**src/rtl/lcd_pkg.sv**
```systemverilog
// Shared definitions for the LCD write path: FSM encoding, word layout, common characters.
// Latency: n/a (types, constants and helpers only).
// Backpressure: n/a.
//
// A display word is 9 bits: [8] = RS (0 command, 1 data), [7:0] = byte for the controller.
package lcd_pkg;

  // Arbiter FSM states.
  typedef enum logic [2:0] {
    ST_IDLE = 3'd0,
    ST_LOAD = 3'd1,
    ST_BUSY = 3'd2,
    ST_GAP  = 3'd3,
    ST_ACK  = 3'd4
  } lcdState_t;

  // Word field layout.
  localparam int WORD_W  = 9;
  localparam int RS_BIT  = 8;
  localparam int DATA_HI = 7;
  localparam int DATA_LO = 0;

  // Characters and commands shared by the stopwatch and lap-record writers.
  localparam logic [WORD_W-1:0] CH_SPACE  = 9'h120;
  localparam logic [WORD_W-1:0] CH_COLON  = 9'h13A;
  localparam logic [WORD_W-1:0] CMD_LINE2 = 9'h0C0;

  function automatic logic wordRs(input logic [WORD_W-1:0] w);
    return w[RS_BIT];
  endfunction

  function automatic logic [7:0] wordData(input logic [WORD_W-1:0] w);
    return w[DATA_HI:DATA_LO];
  endfunction

endpackage

```
**src/rtl/lcd_rr_pick.sv**
```systemverilog
// Two-way round-robin pick: chooses which requester wins when both ask at once.
// Latency: grant is combinational; the pointer updates on the clock edge where iUpdate is high.
// Backpressure: none; the caller decides when to consume the grant and when to move the pointer.
//
// Ports:
//   iCLK, iRST_N  clock, async active-low reset (pointer returns to 0)
//   iReq0, iReq1  request lines
//   iUpdate       a burst is ending this cycle; move the pointer away from iLastOwner
//   iLastOwner    index of the requester whose burst is ending
//   oGrant        index of the winner (only meaningful while oAny is high)
//   oAny          at least one request is present
module lcd_rr_pick (
  input  logic iCLK,
  input  logic iRST_N,
  input  logic iReq0,
  input  logic iReq1,
  input  logic iUpdate,
  input  logic iLastOwner,
  output logic oGrant,
  output logic oAny
);

  // rr names the requester that wins the next simultaneous contest.
  logic rr;

  always_ff @(posedge iCLK or negedge iRST_N) begin
    if (!iRST_N) begin
      rr <= 1'b0;
    end else if (iUpdate) begin
      rr <= ~iLastOwner;
    end
  end

  always_comb begin
    oAny = iReq0 | iReq1;
    if (iReq0 && iReq1) begin
      oGrant = rr;
    end else begin
      // A single requester wins outright; with no request the value is unused.
      oGrant = iReq1;
    end
  end

endmodule

```
**src/rtl/lcd_write_arbiter.sv**
```systemverilog
// Shares one LCD byte-write engine between two burst requesters with post-write settling and done-timeout.
// Latency: oLCD_Start rises 2 edges after a request is sampled; each ack follows iLCD_Done by DLY_CYCLES idle cycles.
// Backpressure: a requester holds iReq and its word until oAck; the non-owner waits for the whole burst.
//
// Ports:
//   iCLK, iRST_N              clock, async active-low reset
//   iReqN/iDataN/iLastN       requester N: word pending, {RS,data} word, word ends the burst
//   oAckN                     one-cycle pulse: requester N's word is written, present the next one
//   oLCD_DATA/oLCD_RS         byte and register select to the LCD controller
//   oLCD_Start/iLCD_Done      start/done handshake with the LCD controller
//   oBusy                     arbiter is not idle
//   oOwner                    current or most recent grantee
//   oTimeout                  sticky: the engine once failed to report done in time
module lcd_write_arbiter
  import lcd_pkg::*;
#(
  parameter int DLY_W      = 18,
  parameter int DLY_CYCLES = 262143,
  parameter int TO_W       = 16,
  parameter int TO_CYCLES  = 65535
) (
  input  logic       iCLK,
  input  logic       iRST_N,
  input  logic       iReq0,
  input  logic [8:0] iData0,
  input  logic       iLast0,
  output logic       oAck0,
  input  logic       iReq1,
  input  logic [8:0] iData1,
  input  logic       iLast1,
  output logic       oAck1,
  output logic [7:0] oLCD_DATA,
  output logic       oLCD_RS,
  output logic       oLCD_Start,
  input  logic       iLCD_Done,
  output logic       oBusy,
  output logic       oOwner,
  output logic       oTimeout
);

  localparam logic [DLY_W-1:0] DLY_LAST = DLY_W'(DLY_CYCLES - 1);
  localparam logic [TO_W-1:0]  TO_LAST  = TO_W'(TO_CYCLES - 1);

  // Registered state.
  lcdState_t        state;
  logic             lastQ;
  logic [DLY_W-1:0] dlyCnt;
  logic [TO_W-1:0]  toCnt;

  // Next values computed by the combinational processes.
  lcdState_t        stateNext;
  logic             ownerNxt;
  logic [7:0]       dataNxt;
  logic             rsNxt;
  logic             lastNxt;
  logic             startNxt;
  logic             timeoutNxt;
  logic             ack0Nxt;
  logic             ack1Nxt;
  logic             busyNxt;
  logic [DLY_W-1:0] dlyNxt;
  logic [TO_W-1:0]  toNxt;
  logic             rrUpdate;

  // Decode helpers.
  logic              anyReq;
  logic              grantIdx;
  logic              ownerReq;
  logic              ownerLast;
  logic [WORD_W-1:0] ownerWord;
  logic              toExpire;
  logic              dlyDone;

  lcd_rr_pick uPick (
    .iCLK       (iCLK),
    .iRST_N     (iRST_N),
    .iReq0      (iReq0),
    .iReq1      (iReq1),
    .iUpdate    (rrUpdate),
    .iLastOwner (oOwner),
    .oGrant     (grantIdx),
    .oAny       (anyReq)
  );

  // Only the owner's lines are ever looked at once a burst is granted; this is the lock.
  assign ownerReq  = oOwner ? iReq1  : iReq0;
  assign ownerLast = oOwner ? iLast1 : iLast0;
  assign ownerWord = oOwner ? iData1 : iData0;
  assign toExpire  = (toCnt == TO_LAST);
  assign dlyDone   = (dlyCnt == DLY_LAST);

  // State and output registers.
  always_ff @(posedge iCLK or negedge iRST_N) begin
    if (!iRST_N) begin
      state      <= ST_IDLE;
      oOwner     <= 1'b0;
      oLCD_DATA  <= 8'h00;
      oLCD_RS    <= 1'b0;
      lastQ      <= 1'b0;
      oLCD_Start <= 1'b0;
      oTimeout   <= 1'b0;
      oAck0      <= 1'b0;
      oAck1      <= 1'b0;
      oBusy      <= 1'b0;
      dlyCnt     <= '0;
      toCnt      <= '0;
    end else begin
      state      <= stateNext;
      oOwner     <= ownerNxt;
      oLCD_DATA  <= dataNxt;
      oLCD_RS    <= rsNxt;
      lastQ      <= lastNxt;
      oLCD_Start <= startNxt;
      oTimeout   <= timeoutNxt;
      oAck0      <= ack0Nxt;
      oAck1      <= ack1Nxt;
      oBusy      <= busyNxt;
      dlyCnt     <= dlyNxt;
      toCnt      <= toNxt;
    end
  end

  // Next-state logic.
  always_comb begin
    stateNext = state;
    case (state)
      ST_IDLE: begin
        if (anyReq) begin
          stateNext = ST_LOAD;
        end
      end
      ST_LOAD: begin
        stateNext = ST_BUSY;
      end
      ST_BUSY: begin
        // A timeout is treated exactly like a completed write so the burst keeps moving.
        if (iLCD_Done || toExpire) begin
          stateNext = ST_GAP;
        end
      end
      ST_GAP: begin
        if (dlyDone) begin
          stateNext = ST_ACK;
        end
      end
      ST_ACK: begin
        if (!lastQ && ownerReq) begin
          stateNext = ST_LOAD;
        end else begin
          stateNext = ST_IDLE;
        end
      end
      default: begin
        stateNext = ST_IDLE;
      end
    endcase
  end

  // Output and datapath next values.
  always_comb begin
    ownerNxt   = oOwner;
    dataNxt    = oLCD_DATA;
    rsNxt      = oLCD_RS;
    lastNxt    = lastQ;
    startNxt   = oLCD_Start;
    timeoutNxt = oTimeout;
    dlyNxt     = dlyCnt;
    toNxt      = toCnt;
    ack0Nxt    = 1'b0;
    ack1Nxt    = 1'b0;
    rrUpdate   = 1'b0;

    case (state)
      ST_IDLE: begin
        if (anyReq) begin
          ownerNxt = grantIdx;
        end
      end
      ST_LOAD: begin
        dataNxt  = wordData(ownerWord);
        rsNxt    = wordRs(ownerWord);
        lastNxt  = ownerLast;
        startNxt = 1'b1;
        toNxt    = '0;
      end
      ST_BUSY: begin
        if (iLCD_Done) begin
          startNxt = 1'b0;
        end else if (toExpire) begin
          timeoutNxt = 1'b1;
          startNxt   = 1'b0;
        end else begin
          toNxt = toCnt + TO_W'(1);
        end
      end
      ST_GAP: begin
        if (dlyDone) begin
          dlyNxt = '0;
          // Ack is registered, so it is raised on the edge that enters ACK.
          ack0Nxt = ~oOwner;
          ack1Nxt = oOwner;
        end else begin
          dlyNxt = dlyCnt + DLY_W'(1);
        end
      end
      ST_ACK: begin
        // Burst over (last word, or the owner walked away): hand priority to the other side.
        if (lastQ || !ownerReq) begin
          rrUpdate = 1'b1;
        end
      end
      default: begin
        startNxt = 1'b0;
      end
    endcase

    busyNxt = (stateNext != ST_IDLE);
  end

endmodule

```
**config.mk**
```make
export PLATFORM = sky130hd
export DESIGN_NAME = lcd_write_arbiter
export DESIGN_NICKNAME = d
export VERILOG_FILES = /design/src/rtl/lcd_pkg.sv /design/src/rtl/lcd_rr_pick.sv /design/src/rtl/lcd_write_arbiter.sv
export SDC_FILE = /design/constraint.sdc
export NUM_CORES = 1
export LEC_CHECK = 0
export ABC_CLOCK_PERIOD_IN_PS = 5180
export CORE_MARGIN = 2
export CORE_UTILIZATION = 30
export DETAILED_ROUTE_END_ITERATION = 6
export PLACE_DENSITY = 0.52
export SYNTH_ARGS = -nofsm -noshare
export SYNTH_HDL_FRONTEND = slang
export SYNTH_HIERARCHICAL = 1
export SYNTH_SLANG_ARGS = --single-unit
```
**constraint.sdc**
```tcl
create_clock -name iCLK -period 5.18 [get_ports iCLK]
set_clock_uncertainty 0.2 [all_clocks]
set_input_delay 1.295 -clock iCLK [delete_from_list [all_inputs] [get_ports iCLK]]
set_output_delay 1.295 -clock iCLK [all_outputs]
set_load 0.005 [all_outputs]
```
Yosys cells after proc, flatten, opt, wreduce, memory -nomap -nowiden
Cells that the tools add are included.

operators by class
  bitwise gates (word level) = 4
  reductions and logical operators = 14
  eq/ne operators = 9
  shift operators = 0
  $lt $le $gt $ge = 0
  mux-type cells = 22
  add/subtract/negate cells = 2
  divide/modulo/power cells = 0
  multipliers = 0

operators with widths
  cell                     number
  $mux W16                 2
  $pmux W16 S2             1
  $add A18 B1 Y18 const B  1
  $eq A18 B18 Y1 const B   1
  $mux W18                 1
  $add A16 B1 Y16 const B  1
  $eq A16 B16 Y1 const B   1
  $pmux W3 S5              1
  $mux W1                  12
  $mux W3                  3
  $mux W9                  1
  $eq A3 B2 Y1 const B     2
  $reduce_and A3 Y1        2
  $ne A2 B2 Y1 const B     2
  $reduce_and A2 Y1        2
  $eq A3 B1 Y1 const B     1
  $eq A3 B3 Y1 const B     1
  $logic_not A3 Y1         1
  $ne A3 B3 Y1 const B     1
  $not A1 Y1               3
  $pmux W1 S3              1
  $reduce_bool A3 Y1       1
  $reduce_or A3 Y1         1
  $logic_and A1 B1 Y1      2
  4 further kinds          6

word-level totals
  memory bits (read-only) = 0
  memories = 0
  bits in writable memories = 0
  bits in latches = 0
  word-level logic and storage cells = 64
  register bits = 54

Longest topological paths before layout
Gate-level depths: netlist (run 1).

  depth after elaboration = 5
  depth in mapped cells = 7
  gate-level depth less buffers = 6

Cells and area by module
The synthesis (run 1) kept the hierarchy.

modules (own cells, without submodules)
  module             cells each  area an instance (um2)  seq. area each (um2)  instances
  lcd_write_arbiter  287         2805.2                  1326.3                1
  lcd_rr_pick        5           52.6                    25.0                  1

Worst setup path before layout (run 1)
Ideal clock, no wire load.

  kind = input to register
  from = input iLCD_Done
  to = register toCnt[13]
  setup slack = 2.410 ns
  cell stages on the path = 4
  data arrival time = 2.470 ns
  setup time = 0.099 ns
  buffers on the path = 0
  required time = 4.881 ns
  cells stage by stage = or4b_4 > nor4_4 > a41oi_1 > a311oi_1

between the ends
  word-level cells in the longest chain between the ends = 2

ends and longest elaborated chain
  what                                line                      RTL
  start: declaration                  lcd_write_arbiter.sv:35   input logic iLCD_Done,
  $ne A2 B2 Y1 (no source line)       n/a
  $reduce_and A3 Y1 (no source line)  n/a
  end signal: assignment              lcd_write_arbiter.sv:119  toCnt <= toNxt;
  end: declaration                    lcd_write_arbiter.sv:48   logic [TO_W-1:0] toCnt;

Every way passes these cells.
A chain may end at the register's enable or synchronous reset.

Final worst setup path (run 1)
  from = register oOwner
  to = output oOwner

RTL lines
  what                      line                      RTL
  start: declaration        lcd_write_arbiter.sv:37   output logic oOwner,
  start signal: assignment  lcd_write_arbiter.sv:109  oOwner <= ownerNxt;

No word-level cell between the ends.

==> flow_metrics.tcl, run 1 <==
set metrics [dict create \
    crit_fanout 16 \
    slowest_stage "dfrtp_1" \
    synth_area_per_cell_um2 9.787 \
    vias_per_cell 4.998 \
    power_leakage_nw 1.374 \
    crit_type "register to output pin" \
    dr.pass1.iters 4 \
    core-area_mm2 0.009240 \
    post_cts_resized 0 \
    layout_min_cycle_time_ns 3.247 \
    yosysTopAreaCell "dfrtp_1" \
    fillers 933 \
    p_per_area_mw_per_mm2 271.6 \
    utilization_pct 37.25 \
    worstPathRequired_ns 3.68 \
    synth.most_common_cell "dfrtp_1" \
    power_frac_seq_pct 57.4 \
    clock.fmax_mhz 307.9 \
    cts_buffer_depth 2 \
    cts_buffers 5 \
    finalWorstSetupSlack_ns 1.933 \
    ir_drop_v 0.0001233 \
    hold_class "register to register" \
    overflow 0 \
    synth_common_cells "dfrtp_1, nand2_1, nor2_1, mux2i_1, nand4_1" \
    worstSetupStartpointType "register" \
    tns_ns 0 \
    final_cells 454 \
    seq_area_frac_synth_pct 47.29 \
    dp_cells 447 \
    routedWlPerCell_um 13.58 \
    grt_max_degree 55 \
    dp_slack_ns 1.744 \
    combPwrFrac_pct 17.6 \
    fp-row-count 35 \
    synth_area_mm2 0.002858 \
    setup_violations 0 \
    switching_share_pct 29.68 \
    cap_violations 0 \
    nets 354 \
    postLayoutCellArea_mm2 0.003442 \
    gp_congestion 0.7763 \
    grt_first_pass_wirelength_um 10650 \
    placement.io_buffers 39 \
    cts_root_buffer "clkbuf_8" \
    cp_num_buf_inv 1 \
    cp-end-kind "output pin" \
    multiInputGateArea_mm2 0.001423 \
    synth.area.top_cells "dfrtp_1, mux2i_1, nand2_1" \
    htreeDepth 2 \
    cts_post_setup_buffers_inserted 0 \
    synth_edf_count 0 \
    syn_to_final_growth_pct 20.45 \
    tritoncts "yes" \
    grt_antenna_before_repair 0 \
    clk_pin_slew_ns 0.10 \
    cts_sinks 54 \
    hold_ws_ns 0.2705 \
    intPower_mw 0.6574 \
    crit_chain "clkdlybuf4s50_1" \
    grt_pass1_vias 2144 \
    synth-seq-cells 54 \
    yosysTopAreaCellShare_pct 47.29 \
    syn_nets 321 \
    tightest_slew_ns 1.220 \
    syn_inst 292 \
    ctsHoldBuffers 0 \
    cpLargestDelayFamily "flip-flops" \
    vias 2269 \
    hpwl_um 4215 \
    async_flop_share_pct 100.0 \
    ys_types 49 \
    p_total_mw 0.9350 \
    crit_arrival_ns 1.75 \
    insertion_delay_ns 0.30 \
    track_usage_pct 12.81 \
    yosysWarnings 6 \
    p_sw_mw 0.2775 \
    synth-main-ff-cell "dfrtp_1" \
    hold_viol_final 0 \
    status "complete, no violations" \
    layout_worst_path_cycle_share_pct 62.69 \
    ant_nets 0 \
    route.detailed.drc 0 \
    slew_headroom_pct 18.02 \
    io_pins 40 \
    max_stage_delay_ns 0.82 \
    drtIter0Drc 124 \
    postPlaceCellArea_mm2 0.003362 \
    num_antenna_cells 0 \
    die_h_um 101.6 \
    start_util_pct 30.93 \
    die_w_um 101.6 \
    register_area_mm2 0.001351 \
    clkPwrFrac_pct 25.0 \
    totalWireLength_um 6166 \
    dieArea_mm2 0.01032 \
    layout-drive-gt1-share_pct 6.154 \
    rsz0062_at_grt "false" \
    final_max_slew_viol_count 0 \
]
==> cell type report <==
type	instances	area share [%]
clock buffer	6	2.108
clock inverter	1	0.2181
inverter	7	0.7634
multi-input combinational	216	41.33
sequential	54	39.26
tap	129	4.689
timing repair buffer	41	11.63
==> state kept, by name, indices dropped and copies added (netlist names) <==
register,count
oLCD_RS,1
lastQ,1
oOwner,1
oAck0,1
toCnt,16
oLCD_Start,1
dlyCnt,18
oLCD_DATA,8
oTimeout,1
oAck1,1
state,3
oBusy,1
uPick/rr,1
==> power groups by stage <==
stage	Sequential (mW)	Combinational (mW)	Clock, mW
detailed placement	0.546	0.167	0
global placement	0.544	0.165	0
finish	0.537	0.164	0.234
global route	0.549	0.187	0.262
floorplan	0.522	0.107	0
CTS	0.538	0.168	0.248
==> path summary, 6_finish.rpt <==
check                          from  slack (ns)    endpoint  cells past startpoint
setup / recovery             oOwner        1.93      oOwner                      1
hold / removal             oTimeout        0.27    oTimeout                      1
setup reg to reg           toCnt[0]        2.40    toCnt[1]                      6
hold reg to reg            oTimeout        0.27    oTimeout                      1
max in group asynchronous    iRST_N        3.40  dlyCnt[15]                      2
min in group asynchronous    iRST_N        0.91    toCnt[8]                      2
==> metal layers <==
layer  vias up  track usage [%]  routed length (um)
li1       1140                -                   -
met1      1092            17.76                3081
met2        31            20.04                2833
met3         6            2.899                 174
met4         0            3.742                  76
met5         -                0                   0
==> logic make-up after synthesis <==
| family | count (synthesis) | share of synthesized area (%) |
|---|---|---|
| compound gates | 53 | 11.69 |
| xor+xnor | 10 | 3.065 |
| fa+ha+maj | 4 | 1.751 |
| buf+inv | 22 | 3.109 |
| flops | 54 | 47.29 |
| mux | 18 | 6.348 |
| simple gates | 131 | 26.75 |
==> placed cells by master (no fill, tap or decap), types with 3 or more instances in the layout <==
master           count
nand4_1             14
a211oi_1             3
xnor2_1              7
o31ai_1              3
o41ai_1              4
inv_1                7
xor2_1               3
clkdlybuf4s50_1     38
nor3_1              13
or4_1                3
o211ai_1             3
clkbuf_8             5
mux2i_1             17
a21oi_1             11
and4_1               7
ha_1                 4
nor2_1              21
or3_1                6
nand3_1             13
nand2_1             29
dfrtp_1             54
nor4_2               3
nor4_1               4
o21ai_1             11
o21ai_0              7
Note: power is estimated with default switching activity, not from simulation.
==> inputs of run 2 (changes only) <==
--- a/config.mk
+++ b/config.mk
@@ -5,7 +5,7 @@
 export SDC_FILE = /design/constraint.sdc
 export NUM_CORES = 1
 export LEC_CHECK = 0
-export ABC_CLOCK_PERIOD_IN_PS = 5180
+export ABC_CLOCK_PERIOD_IN_PS = 3100
 export CORE_MARGIN = 2
 export CORE_UTILIZATION = 30
 export DETAILED_ROUTE_END_ITERATION = 6
==> constraint.sdc (replaced) <==
create_clock -name iCLK -period 3.1 [get_ports iCLK]
set_clock_uncertainty 0.2 [all_clocks]
set_input_delay 0.775 -clock iCLK [delete_from_list [all_inputs] [get_ports iCLK]]
set_output_delay 0.775 -clock iCLK [all_outputs]
set_load 0.005 [all_outputs]
==> flow_metrics.tcl, run 2 (same netlist as run 1, synthesis figures left out) <==
set metrics [dict create \
    status "complete, no violations" \
    crit_chain "clkdlybuf4s50_1 -> or4b_4 -> nor4_4 -> a41oi_1 -> a311oi_1" \
    cap_violations 0 \
    worstSetupStartpointType "input pin" \
    vias_per_cell 4.987 \
    p_sw_mw 0.4653 \
    p_per_area_mw_per_mm2 454.1 \
    tightest_slew_ns 0.9517 \
    top_register "dlyCnt" \
    setup_violations 0 \
    power_frac_seq_pct 56.0 \
    tritoncts "yes" \
    slowest_stage "or4b_4" \
    ant_nets 0 \
    switching_share_pct 29.23 \
    crit_arrival_ns 2.66 \
    layout-drive-gt1-share_pct 7.831 \
    final_common_cell "dfrtp_1" \
    r2r_setup_slack_ns 0.82 \
    clkPwrFrac_pct 25.8 \
    hpwl_um 4466 \
    intPower_mw 1.127 \
    cts_buffer_depth 2 \
    num_antenna_cells 0 \
    vias 2299 \
    power_leakage_nw 1.420 \
    clock.fmax_mhz 377.2 \
    io_pins 40 \
    overflow 0 \
    totalWireLength_um 6268 \
    largestRegisters "dlyCnt (18), toCnt (16), oLCD_DATA (8)" \
    final_cells 461 \
    drtIter0Drc 99 \
    route.detailed.drc 0 \
    clk_pin_slew_ns 0.10 \
    tns_ns 0 \
    ir_drop_v 0.0002349 \
    combPwrFrac_pct 18.2 \
    min_path_cells 1 \
    gp_congestion 0.7427 \
    htreeDepth 2 \
    slew_headroom_pct 36.55 \
    ctsHoldBuffers 0 \
    crit_fanout 5 \
    largest_reg_flops 18 \
    utilization_pct 37.94 \
    final_max_slew_viol_count 0 \
    fp-row-count 35 \
    grt_pass1_vias 2158 \
    grt_max_degree 29 \
    cts_buffers 5 \
    rsz0062_at_grt "false" \
    cp-end-kind "register" \
    worstPathRequired_ns 3.11 \
    final_cell_mix "dfrtp_1, clkdlybuf4s50_1, nand2_1" \
    syn_to_final_growth_pct 22.68 \
    cpLargestDelayFamily "simple AND/OR/NAND/NOR gates" \
    start_util_pct 30.93 \
    dr.pass1.iters 4 \
    path_depth 5 \
    cts_root_buffer "clkbuf_8" \
    layout_worst_path_cycle_share_pct 85.52 \
    hold_ws_ns 0.2761 \
    insertion_delay_ns 0.30 \
    routedWlPerCell_um 13.60 \
    hold_viol_final 0 \
    dieArea_mm2 0.01032 \
    placement.io_buffers 39 \
    die_w_um 101.6 \
    cts_post_setup_buffers_inserted 0 \
    grt_antenna_before_repair 0 \
    cp_num_buf_inv 1 \
    r2r_cells 4 \
    grt_first_pass_wirelength_um 10880 \
    layout_min_cycle_time_ns 2.651 \
    crit_type "input pin to register" \
    post_cts_resized 0 \
    max_stage_delay_ns 0.57 \
    hold_class "register to register" \
    track_usage_pct 13.02 \
    cts_sinks 54 \
    die_h_um 101.6 \
    nets 360 \
    core-area_mm2 0.009240 \
    dp_cells 453 \
]
## run 2: worst register-to-register path: stages (launching register included)
cell	delay [ns]
dfrtp_1	0.54
nand3b_2	0.37
or4_1	0.62
or3_1	0.35
a21oi_1	0.14
## run 2: cell type report
cell class              instances  area (um^2)
clock buffers                   7        86.33
clock inverters                 1        5.005
fillers                       939         5734
inverters                       7        26.28
multi-input cells             216         1418
flip-flops and latches         54         1351
well taps                     129        161.4
repair buffers                 47        457.9
## run 2: power by group through the flow
stage          logic [mW]  registers (mW)  clock network (mW)
3_5_place_dp        0.294           0.905                   0
3_3_place_gp        0.290           0.901                   0
4_1_cts             0.296           0.890               0.436
6_report            0.289           0.892               0.411
5_1_grt             0.330           0.908               0.465
2_1_floorplan       0.179           0.872                   0
## run 2: final timing paths
| kind | from | endpoint |
|---|---|---|
| max in group asynchronous | iRST_N | dlyCnt[12] |
| min in group asynchronous | iRST_N | toCnt[4] |
| worst max-delay path | iLCD_Done | toCnt[13] |
| worst min-delay path | oTimeout | oTimeout |
| worst min register to register | oTimeout | oTimeout |
| worst max register to register | state[2] | dlyCnt[13] |
## run 2: layer usage
layer  routed length [um]  global-route usage [%]  vias up
li1                     -                       -     1161
met1                 3220                   18.55     1108
met2                 2807                   19.99       24
met3                  161                   2.899        6
met4                   77                   3.430        0
met5                    0                       0        -
## run 2: through the flow
step / instance area, um^2 / worst slack, ns / power (mW)
2_1_floorplan: 2858 / 0.8505 / 1.051
3_5_place_dp: 3415 / 0.1395 / 1.198
5_1_grt: 3506 / 0.4262 / 1.704
6_report: 3506 / 0.4490 / 1.592
4_1_cts: 3506 / 0.4607 / 1.621
3_3_place_gp: 3415 / 0.2210 / 1.191
